<file path="config.mk">
export PLATFORM = sky130hd
export DESIGN_NAME = snn_frame_ctrl_flat
export DESIGN_NICKNAME = d
export VERILOG_FILES = /design/src/rtl/snn_frame_ctrl_if.sv /design/src/rtl/snn_frame_ctrl.sv /design/src/flat_wrapper.sv
export SDC_FILE = /design/constraint.sdc
export NUM_CORES = 1
export LEC_CHECK = 0
export CAP_MARGIN = 20
export CORE_MARGIN = 5
export CORE_UTILIZATION = 53
export DETAILED_ROUTE_END_ITERATION = 10
export PLACE_DENSITY = 0.8
export SYNTH_ARGS = -nofsm -noshare
export SYNTH_HDL_FRONTEND = slang
export SYNTH_SLANG_ARGS = --single-unit
</file>
<file path="constraint.sdc">
create_clock -name clk -period 2.55 [get_ports clk]
set_clock_uncertainty 0.05 [all_clocks]
set_input_delay 0.255 -clock clk [delete_from_list [all_inputs] [get_ports clk]]
set_output_delay 0.255 -clock clk [all_outputs]
set_load 0.02 [all_outputs]
</file>
<file path="src/rtl/snn_frame_ctrl_if.sv">
// Bundle of UART, input-RAM, SNN-core and status signals
// around the frame controller.
interface snn_frame_ctrl_if #(
    parameter int ADDR_W = 10
);
    logic              rx_rdy;
    logic [7:0]        rx_data;
    logic              ram_we;
    logic [ADDR_W-1:0] ram_addr;
    logic              ram_d;
    logic [ADDR_W-1:0] core_addr;
    logic              core_start;
    logic              core_done;
    logic [3:0]        core_digit;
    logic              tx_start;
    logic [7:0]        tx_data;
    logic              tx_rdy;
    logic [3:0]        result;
    logic              busy;
    logic              overrun;

    modport master (
        input  rx_rdy, rx_data, core_addr, core_done, core_digit, tx_rdy,
        output ram_we, ram_addr, ram_d, core_start, tx_start, tx_data,
        output result, busy, overrun
    );

    modport slave (
        output rx_rdy, rx_data, core_addr, core_done, core_digit, tx_rdy,
        input  ram_we, ram_addr, ram_d, core_start, tx_start, tx_data,
        input  result, busy, overrun
    );
endinterface

</file>
<file path="src/rtl/snn_frame_ctrl.sv">
// Frame sequencer: unpacks received bytes into pixel writes, runs the
// SNN core with a timeout and sends one result byte per frame.
module snn_frame_ctrl #(
    parameter int          NUM_BYTES    = 98,
    parameter int          ADDR_W       = 10,
    parameter logic [19:0] CORE_TIMEOUT = 20'd1000000,
    parameter logic [7:0]  ERR_BYTE     = 8'hFF
) (
    input logic              clk,
    input logic              rst_n,
    snn_frame_ctrl_if.master bus
);

    typedef enum logic [2:0] {
        IDLE,
        UNPACK,
        START,
        CORE,
        TX_REQ,
        TX_WAIT
    } state_t;

    state_t            state, state_d;
    logic [6:0]        byte_cnt;
    logic [2:0]        bit_cnt;
    logic [7:0]        shift;
    logic [7:0]        pend;
    logic              pend_vld;
    logic [19:0]       timer;
    logic [7:0]        tx_data;
    logic [3:0]        result;
    logic              overrun;
    logic              seen_low;

    logic              ram_we;
    logic              ram_d;
    logic              core_start;
    logic              tx_start;
    logic [ADDR_W-1:0] ram_addr;
    logic [ADDR_W-1:0] wr_addr;
    logic              last_byte;
    logic              timeout;
    logic              pend_in;
    logic              drop;

    assign wr_addr   = ADDR_W'({byte_cnt, bit_cnt});
    assign last_byte = byte_cnt == 7'(NUM_BYTES - 1);
    assign timeout   = timer == CORE_TIMEOUT - 20'd1;
    assign pend_in   = bus.rx_rdy && state == UNPACK && !pend_vld;
    // A byte is lost when the buffer is full or the frame is being classified.
    assign drop      = bus.rx_rdy &&
                       (pend_vld || !(state == IDLE || state == UNPACK));

    always_ff @(posedge clk or negedge rst_n) begin
        if (!rst_n) begin
            state <= IDLE;
        end else begin
            state <= state_d;
        end
    end

    always_comb begin
        state_d    = state;
        ram_we     = 1'b0;
        ram_d      = 1'b0;
        ram_addr   = '0;
        core_start = 1'b0;
        tx_start   = 1'b0;
        unique case (state)
            IDLE: begin
                if (pend_vld || bus.rx_rdy) state_d = UNPACK;
            end
            UNPACK: begin
                ram_we   = 1'b1;
                ram_addr = wr_addr;
                ram_d    = shift[bit_cnt];
                if (bit_cnt == 3'd7) state_d = last_byte ? START : IDLE;
            end
            START: begin
                ram_addr   = wr_addr;
                core_start = 1'b1;
                state_d    = CORE;
            end
            CORE: begin
                ram_addr = bus.core_addr;
                if (bus.core_done || timeout) state_d = TX_REQ;
            end
            TX_REQ: begin
                ram_addr = wr_addr;
                if (bus.tx_rdy) begin
                    tx_start = 1'b1;
                    state_d  = TX_WAIT;
                end
            end
            TX_WAIT: begin
                ram_addr = wr_addr;
                if (bus.tx_rdy && seen_low) state_d = IDLE;
            end
            default: state_d = IDLE;
        endcase
    end

    always_ff @(posedge clk or negedge rst_n) begin
        if (!rst_n) begin
            byte_cnt <= '0;
            bit_cnt  <= '0;
            shift    <= '0;
            pend     <= '0;
            pend_vld <= 1'b0;
            timer    <= '0;
            tx_data  <= '0;
            result   <= '0;
            overrun  <= 1'b0;
            seen_low <= 1'b0;
        end else begin
            overrun <= overrun | drop;
            if (pend_in) begin
                pend     <= bus.rx_data;
                pend_vld <= 1'b1;
            end else if (state == IDLE) begin
                pend_vld <= 1'b0;
            end
            unique case (state)
                IDLE: begin
                    if (pend_vld) shift <= pend;
                    else if (bus.rx_rdy) shift <= bus.rx_data;
                end
                UNPACK: begin
                    bit_cnt <= bit_cnt + 3'd1;
                    if (bit_cnt == 3'd7) byte_cnt <= byte_cnt + 7'd1;
                end
                START: begin
                    timer <= '0;
                end
                CORE: begin
                    timer <= timer + 20'd1;
                    if (bus.core_done) begin
                        result  <= bus.core_digit;
                        tx_data <= {4'h0, bus.core_digit};
                    end else if (timeout) begin
                        tx_data <= ERR_BYTE;
                    end
                end
                TX_REQ: begin
                    seen_low <= 1'b0;
                end
                TX_WAIT: begin
                    if (!bus.tx_rdy) seen_low <= 1'b1;
                    else if (seen_low) byte_cnt <= '0;
                end
                default: ;
            endcase
        end
    end

    assign bus.ram_we     = ram_we;
    assign bus.ram_addr   = ram_addr;
    assign bus.ram_d      = ram_d;
    assign bus.core_start = core_start;
    assign bus.tx_start   = tx_start;
    assign bus.tx_data    = tx_data;
    assign bus.result     = result;
    assign bus.busy       = state != IDLE;
    assign bus.overrun    = overrun;

endmodule
</file>
<file path="src/flat_wrapper.sv">
// flat-port wrapper written by rule: the top's interface ports become plain ports
module snn_frame_ctrl_flat 
#(
    parameter int          NUM_BYTES    = 98,
    parameter int          ADDR_W       = 10,
    parameter logic [19:0] CORE_TIMEOUT = 20'd1000000,
    parameter logic [7:0]  ERR_BYTE     = 8'hFF
)
  (clk, rst_n, bus_rx_rdy, bus_rx_data, bus_core_addr, bus_core_done, bus_core_digit, bus_tx_rdy, bus_ram_we, bus_ram_addr, bus_ram_d, bus_core_start, bus_tx_start, bus_tx_data, bus_result, bus_busy, bus_overrun);
  snn_frame_ctrl_if #(.ADDR_W(ADDR_W)) bus_i ();
  input logic clk;
  input logic rst_n;
  input wire logic [$bits(bus_i.rx_rdy)-1:0] bus_rx_rdy;
  input wire logic [$bits(bus_i.rx_data)-1:0] bus_rx_data;
  input wire logic [$bits(bus_i.core_addr)-1:0] bus_core_addr;
  input wire logic [$bits(bus_i.core_done)-1:0] bus_core_done;
  input wire logic [$bits(bus_i.core_digit)-1:0] bus_core_digit;
  input wire logic [$bits(bus_i.tx_rdy)-1:0] bus_tx_rdy;
  output wire logic [$bits(bus_i.ram_we)-1:0] bus_ram_we;
  output wire logic [$bits(bus_i.ram_addr)-1:0] bus_ram_addr;
  output wire logic [$bits(bus_i.ram_d)-1:0] bus_ram_d;
  output wire logic [$bits(bus_i.core_start)-1:0] bus_core_start;
  output wire logic [$bits(bus_i.tx_start)-1:0] bus_tx_start;
  output wire logic [$bits(bus_i.tx_data)-1:0] bus_tx_data;
  output wire logic [$bits(bus_i.result)-1:0] bus_result;
  output wire logic [$bits(bus_i.busy)-1:0] bus_busy;
  output wire logic [$bits(bus_i.overrun)-1:0] bus_overrun;
  assign bus_i.rx_rdy = bus_rx_rdy;
  assign bus_i.rx_data = bus_rx_data;
  assign bus_i.core_addr = bus_core_addr;
  assign bus_i.core_done = bus_core_done;
  assign bus_i.core_digit = bus_core_digit;
  assign bus_i.tx_rdy = bus_tx_rdy;
  assign bus_ram_we = bus_i.ram_we;
  assign bus_ram_addr = bus_i.ram_addr;
  assign bus_ram_d = bus_i.ram_d;
  assign bus_core_start = bus_i.core_start;
  assign bus_tx_start = bus_i.tx_start;
  assign bus_tx_data = bus_i.tx_data;
  assign bus_result = bus_i.result;
  assign bus_busy = bus_i.busy;
  assign bus_overrun = bus_i.overrun;
  snn_frame_ctrl #(.NUM_BYTES(NUM_BYTES), .ADDR_W(ADDR_W), .CORE_TIMEOUT(CORE_TIMEOUT), .ERR_BYTE(ERR_BYTE)) u_core (.clk(clk), .rst_n(rst_n), .bus(bus_i));
endmodule
</file>
==> metrics.md <==
| Metric | Value |
|---|---|
| Post-route ant nets | `0` |
| Vias | `2807` |
| Count leader, synth | `dfrtp_1` |
| CP max FO | `8` |
| Routed wire length | `7520 um` |
| Filler cells | `481` |
| Vias per inst | `5.73` |
| Startpoint Class | `flop` |
| Syn Nets | `380` |
| Crit path to | `bus_ram_addr[7]` |
| Worst r2r path cells | `4` |
| Die H | `88.7 um` |
| Synthesis-stage register bit count | `61` |
| Clock power frac | `22.7%` |
| Sequential-to-total area share from yosys stat | `46.5%` |
| Ports | `55` |
| Least-Margin Pin Slew | `0.650 ns` |
| Post-synthesis cell area | `3280 um2` |
| Final setup viols | `0` |
| Largest area contributor in the netlist | `dfrtp_1` |
| MaxCap Viol Count | `0` |
| I/O Buffers | `54` |
| Top cell type's share of synthesized area | `46.5%` |
| Largest delay contributor family on the critical path | `buffers and inverters` |
| Post-synthesis cell type count | `51` |
| Global routing's busiest layer | `met2` |
| P per Cell Area | `944 nW/um2` |
| R2R Path End | `u_core.timer[17]$_DFFE_PN0P_` |
| Arr. time, crit path | `2.15 ns` |
| Slowest CP cell | `clkdlybuf4s50_1` |
| Antenna violations before repair | `0` |
| Layout cells sized above 1 | `11.8%` |
| Vias in the first global route | `2844` |
| Antenna Cells | `0` |
| Chip width | `88.7 um` |
| Worst setup path class | `reg -> out` |
| Post-synth EDFFs | `0` |
| Fin. Hold Viols | `0` |
| Dpl ws | `0.328 ns` |
| Synth Warn # | `0` |
| CTS H-tree lvls | `3` |
| Switching Power | `1.43 mW` |
| Worst slew margin | `56.6%` |
| Die area | `7860 um2` |
| Fin worst setup slack | `0.0944 ns` |
| Syn_area_per_cell | `9.42 um2` |
| CP Capture Type | `output pin` |
| Setup crit start | `u_core.state[1]$_DFFE_PN0P_` |
| Clock Latency Late Sink | `0.34 ns` |
| # nets final | `442` |
| Sequential cell fraction of total power | `38.2%` |
| DP HPWL | `5330 um` |
| Slew Viols, Final | `0` |
| CTS tree | `built` |
| Power Total | `3.94 mW` |
| Critical Path, Cell by Cell | `buf_4, nor2_1, buf_4, nand2_1, o21ai_0, clkdlybuf4s50_1` |
| GR Util met3 | `5.68%` |
| Final Critical Period | `2.46 ns` |
| Final period utilization | `96.3%` |
| Max clock buf depth | `2` |
| Sink Count | `61` |
| Reg2reg setup slack | `0.39 ns` |
| Met1 GRT Util | `26.9%` |
| Reg clk slew, reported paths | `0.07 ns` |
| All-Layer GR Usage | `21.0%` |
| CP Depth | `6` |
| CTS Buf Count | `9` |
| Combinational power share | `39.1%` |
| DRC | `0` |
| Layout area overhead | `27.4%` |
| Post-synthesis cell count | `348` |
| Postcts setup bufs | `0` |
| List of most frequent post-synthesis cells | `61 x dfrtp_1, 55 x nand2_1, 32 x nor2_1` |
| Hold WC Path Type | `in -> async` |
| Largest cells by area after synthesis | `dfrtp_1 47%, mux2i_1 8.5%, nand2_1 6.3%` |
| Worst EP required | `2.25 ns` |
| Max Freq | `407 MHz` |
| Most common cell on crit path | `buf_4` |
| Primary FF master, synth | `dfrtp_1` |
| Met2 Track Usage GR | `34.4%` |
| R2r startpoint | `u_core.state[2]$_DFFE_PN0P_` |
| Iter 0 DRT Violations | `123` |
| Initial core utilization | `55.1%` |
| Wirelength per Cell | `15.3 um` |
| Max IR drop VDD | `776 uV` |
| Largest net degree at the start of global routing | `35` |
| First-pass GRT wire length | `12800 um` |
| Detailed-router iteration count before antenna repair | `4` |
| Final GP Congestion | `0.853` |
| Buf/Inv on CP | `3` |
| Grt ovf | `0` |
| FFs w/ async S/R, synth | `100%` |
| Root Driver | `clkbuf_8` |
| Switching Fraction | `36.3%` |
| Placeable Area | `5960 um2` |
| Status | `finished clean` |
| Leakage power | `1.92 nW` |
| Std-Cell Rows | `28` |
| Slowest stage delay, CP | `0.65 ns` |
| Internal | `2.51 mW` |
==> registers in the layout (all words and copies together) (netlist names) <==
register,count
u_core.bus.tx_data,5
u_core.state,3
u_core.seen_low,1
u_core.timer,20
u_core.byte_cnt,7
u_core.pend,8
u_core.bit_cnt,3
u_core.shift,8
u_core.bus.result,4
u_core.bus.overrun,1
u_core.pend_vld,1
==> area by class of cell <==
cell class	count	area [um2]	share of cell area (%)
inverter	6	22.5	0.539
multi-input combinational	264	1650	39.6
clock inverter	5	58.8	1.41
sequential	61	1530	36.6
timing repair buffer	68	666	15.9
clock buffer	11	151	3.62
tap	75	93.8	2.25
==> layer usage <==
metal | up-vias | routed length [um]
li1 | 1364 | -
met1 | 1347 | 3210
met4 | 0 | 104
met2 | 86 | 3720
met5 | - | 0
met3 | 10 | 478
==> worst min-delay path by stage <==
stage,from,endpoint,cells past startpoint
finish,rst_n,u_core.timer[17]$_DFFE_PN0P_,2
global route,bus_core_digit[1],u_core.bus.result[1]$_DFFE_PN0P_,3
CTS,bus_core_digit[0],u_core.bus.result[0]$_DFFE_PN0P_,3
detailed placement,rst_n,u_core.timer[18]$_DFFE_PN0P_,1
global placement,rst_n,u_core.timer[18]$_DFFE_PN0P_,1
floorplan,rst_n,u_core.bit_cnt[0]$_DFFE_PN0P_,0
==> stage by stage <==
stage / hold WS (ns) / cells / TNS (ns) / cell area (um2) / util, %
floorplan: -0.0906 / 348 / 0 / 3280 / -
global placement: 0.262 / 473 / 0 / 3940 / 66.2
detailed placement: 0.265 / 473 / 0 / 3940 / 66.2
CTS: 0.405 / 490 / 0 / 4160 / 69.9
global route: 0.432 / 490 / -0.0274 / 4180 / 70.1
finish: 0.417 / 490 / 0 / 4180 / 70.1
==> cell usage in the layout, fill, tap and decap left out, types with 11 or more instances in the layout <==
cell type,count
dfrtp_1,58
nand2_1,55
clkdlybuf4s50_1,49
nor2_1,32
mux2i_1,28
o21ai_0,25
a21oi_1,18
nand3_1,14
buf_4,12
clkbuf_8,11
==> kinds of logic (layout without fill, tap and decap cells) <==
| family | count (synthesis) | after routing | synth area share, % |
|---|---|---|---|
| buf+inv | 23 | 90 | 3.01 |
| mux | 40 | 40 | 13.4 |
| flops | 61 | 61 | 46.5 |
| simple gates | 153 | 153 | 23.0 |
| xor+xnor | 5 | 5 | 1.34 |
| compound gates | 61 | 61 | 10.9 |
| fa+ha+maj | 5 | 5 | 1.91 |
==> power groups by stage <==
stage | sequential [mW] | clock [mW] | combinational [mW]
5_1_grt | 1.54 | 0.958 | 1.72
3_5_place_dp | 1.51 | 0 | 1.55
4_1_cts | 1.50 | 0.914 | 1.57
2_1_floorplan | 1.41 | 0 | 1.02
3_3_place_gp | 1.49 | 0 | 1.50
6_report | 1.51 | 0.893 | 1.54
==> what timing repair did <==
action	CTS	global route
resized for setup	0	7
hold endpoints to repair	27	0
hold buffers	1	0
endpoints found under the setup margin	0	11
No activity file was read; power rests on OpenSTA's default activity.
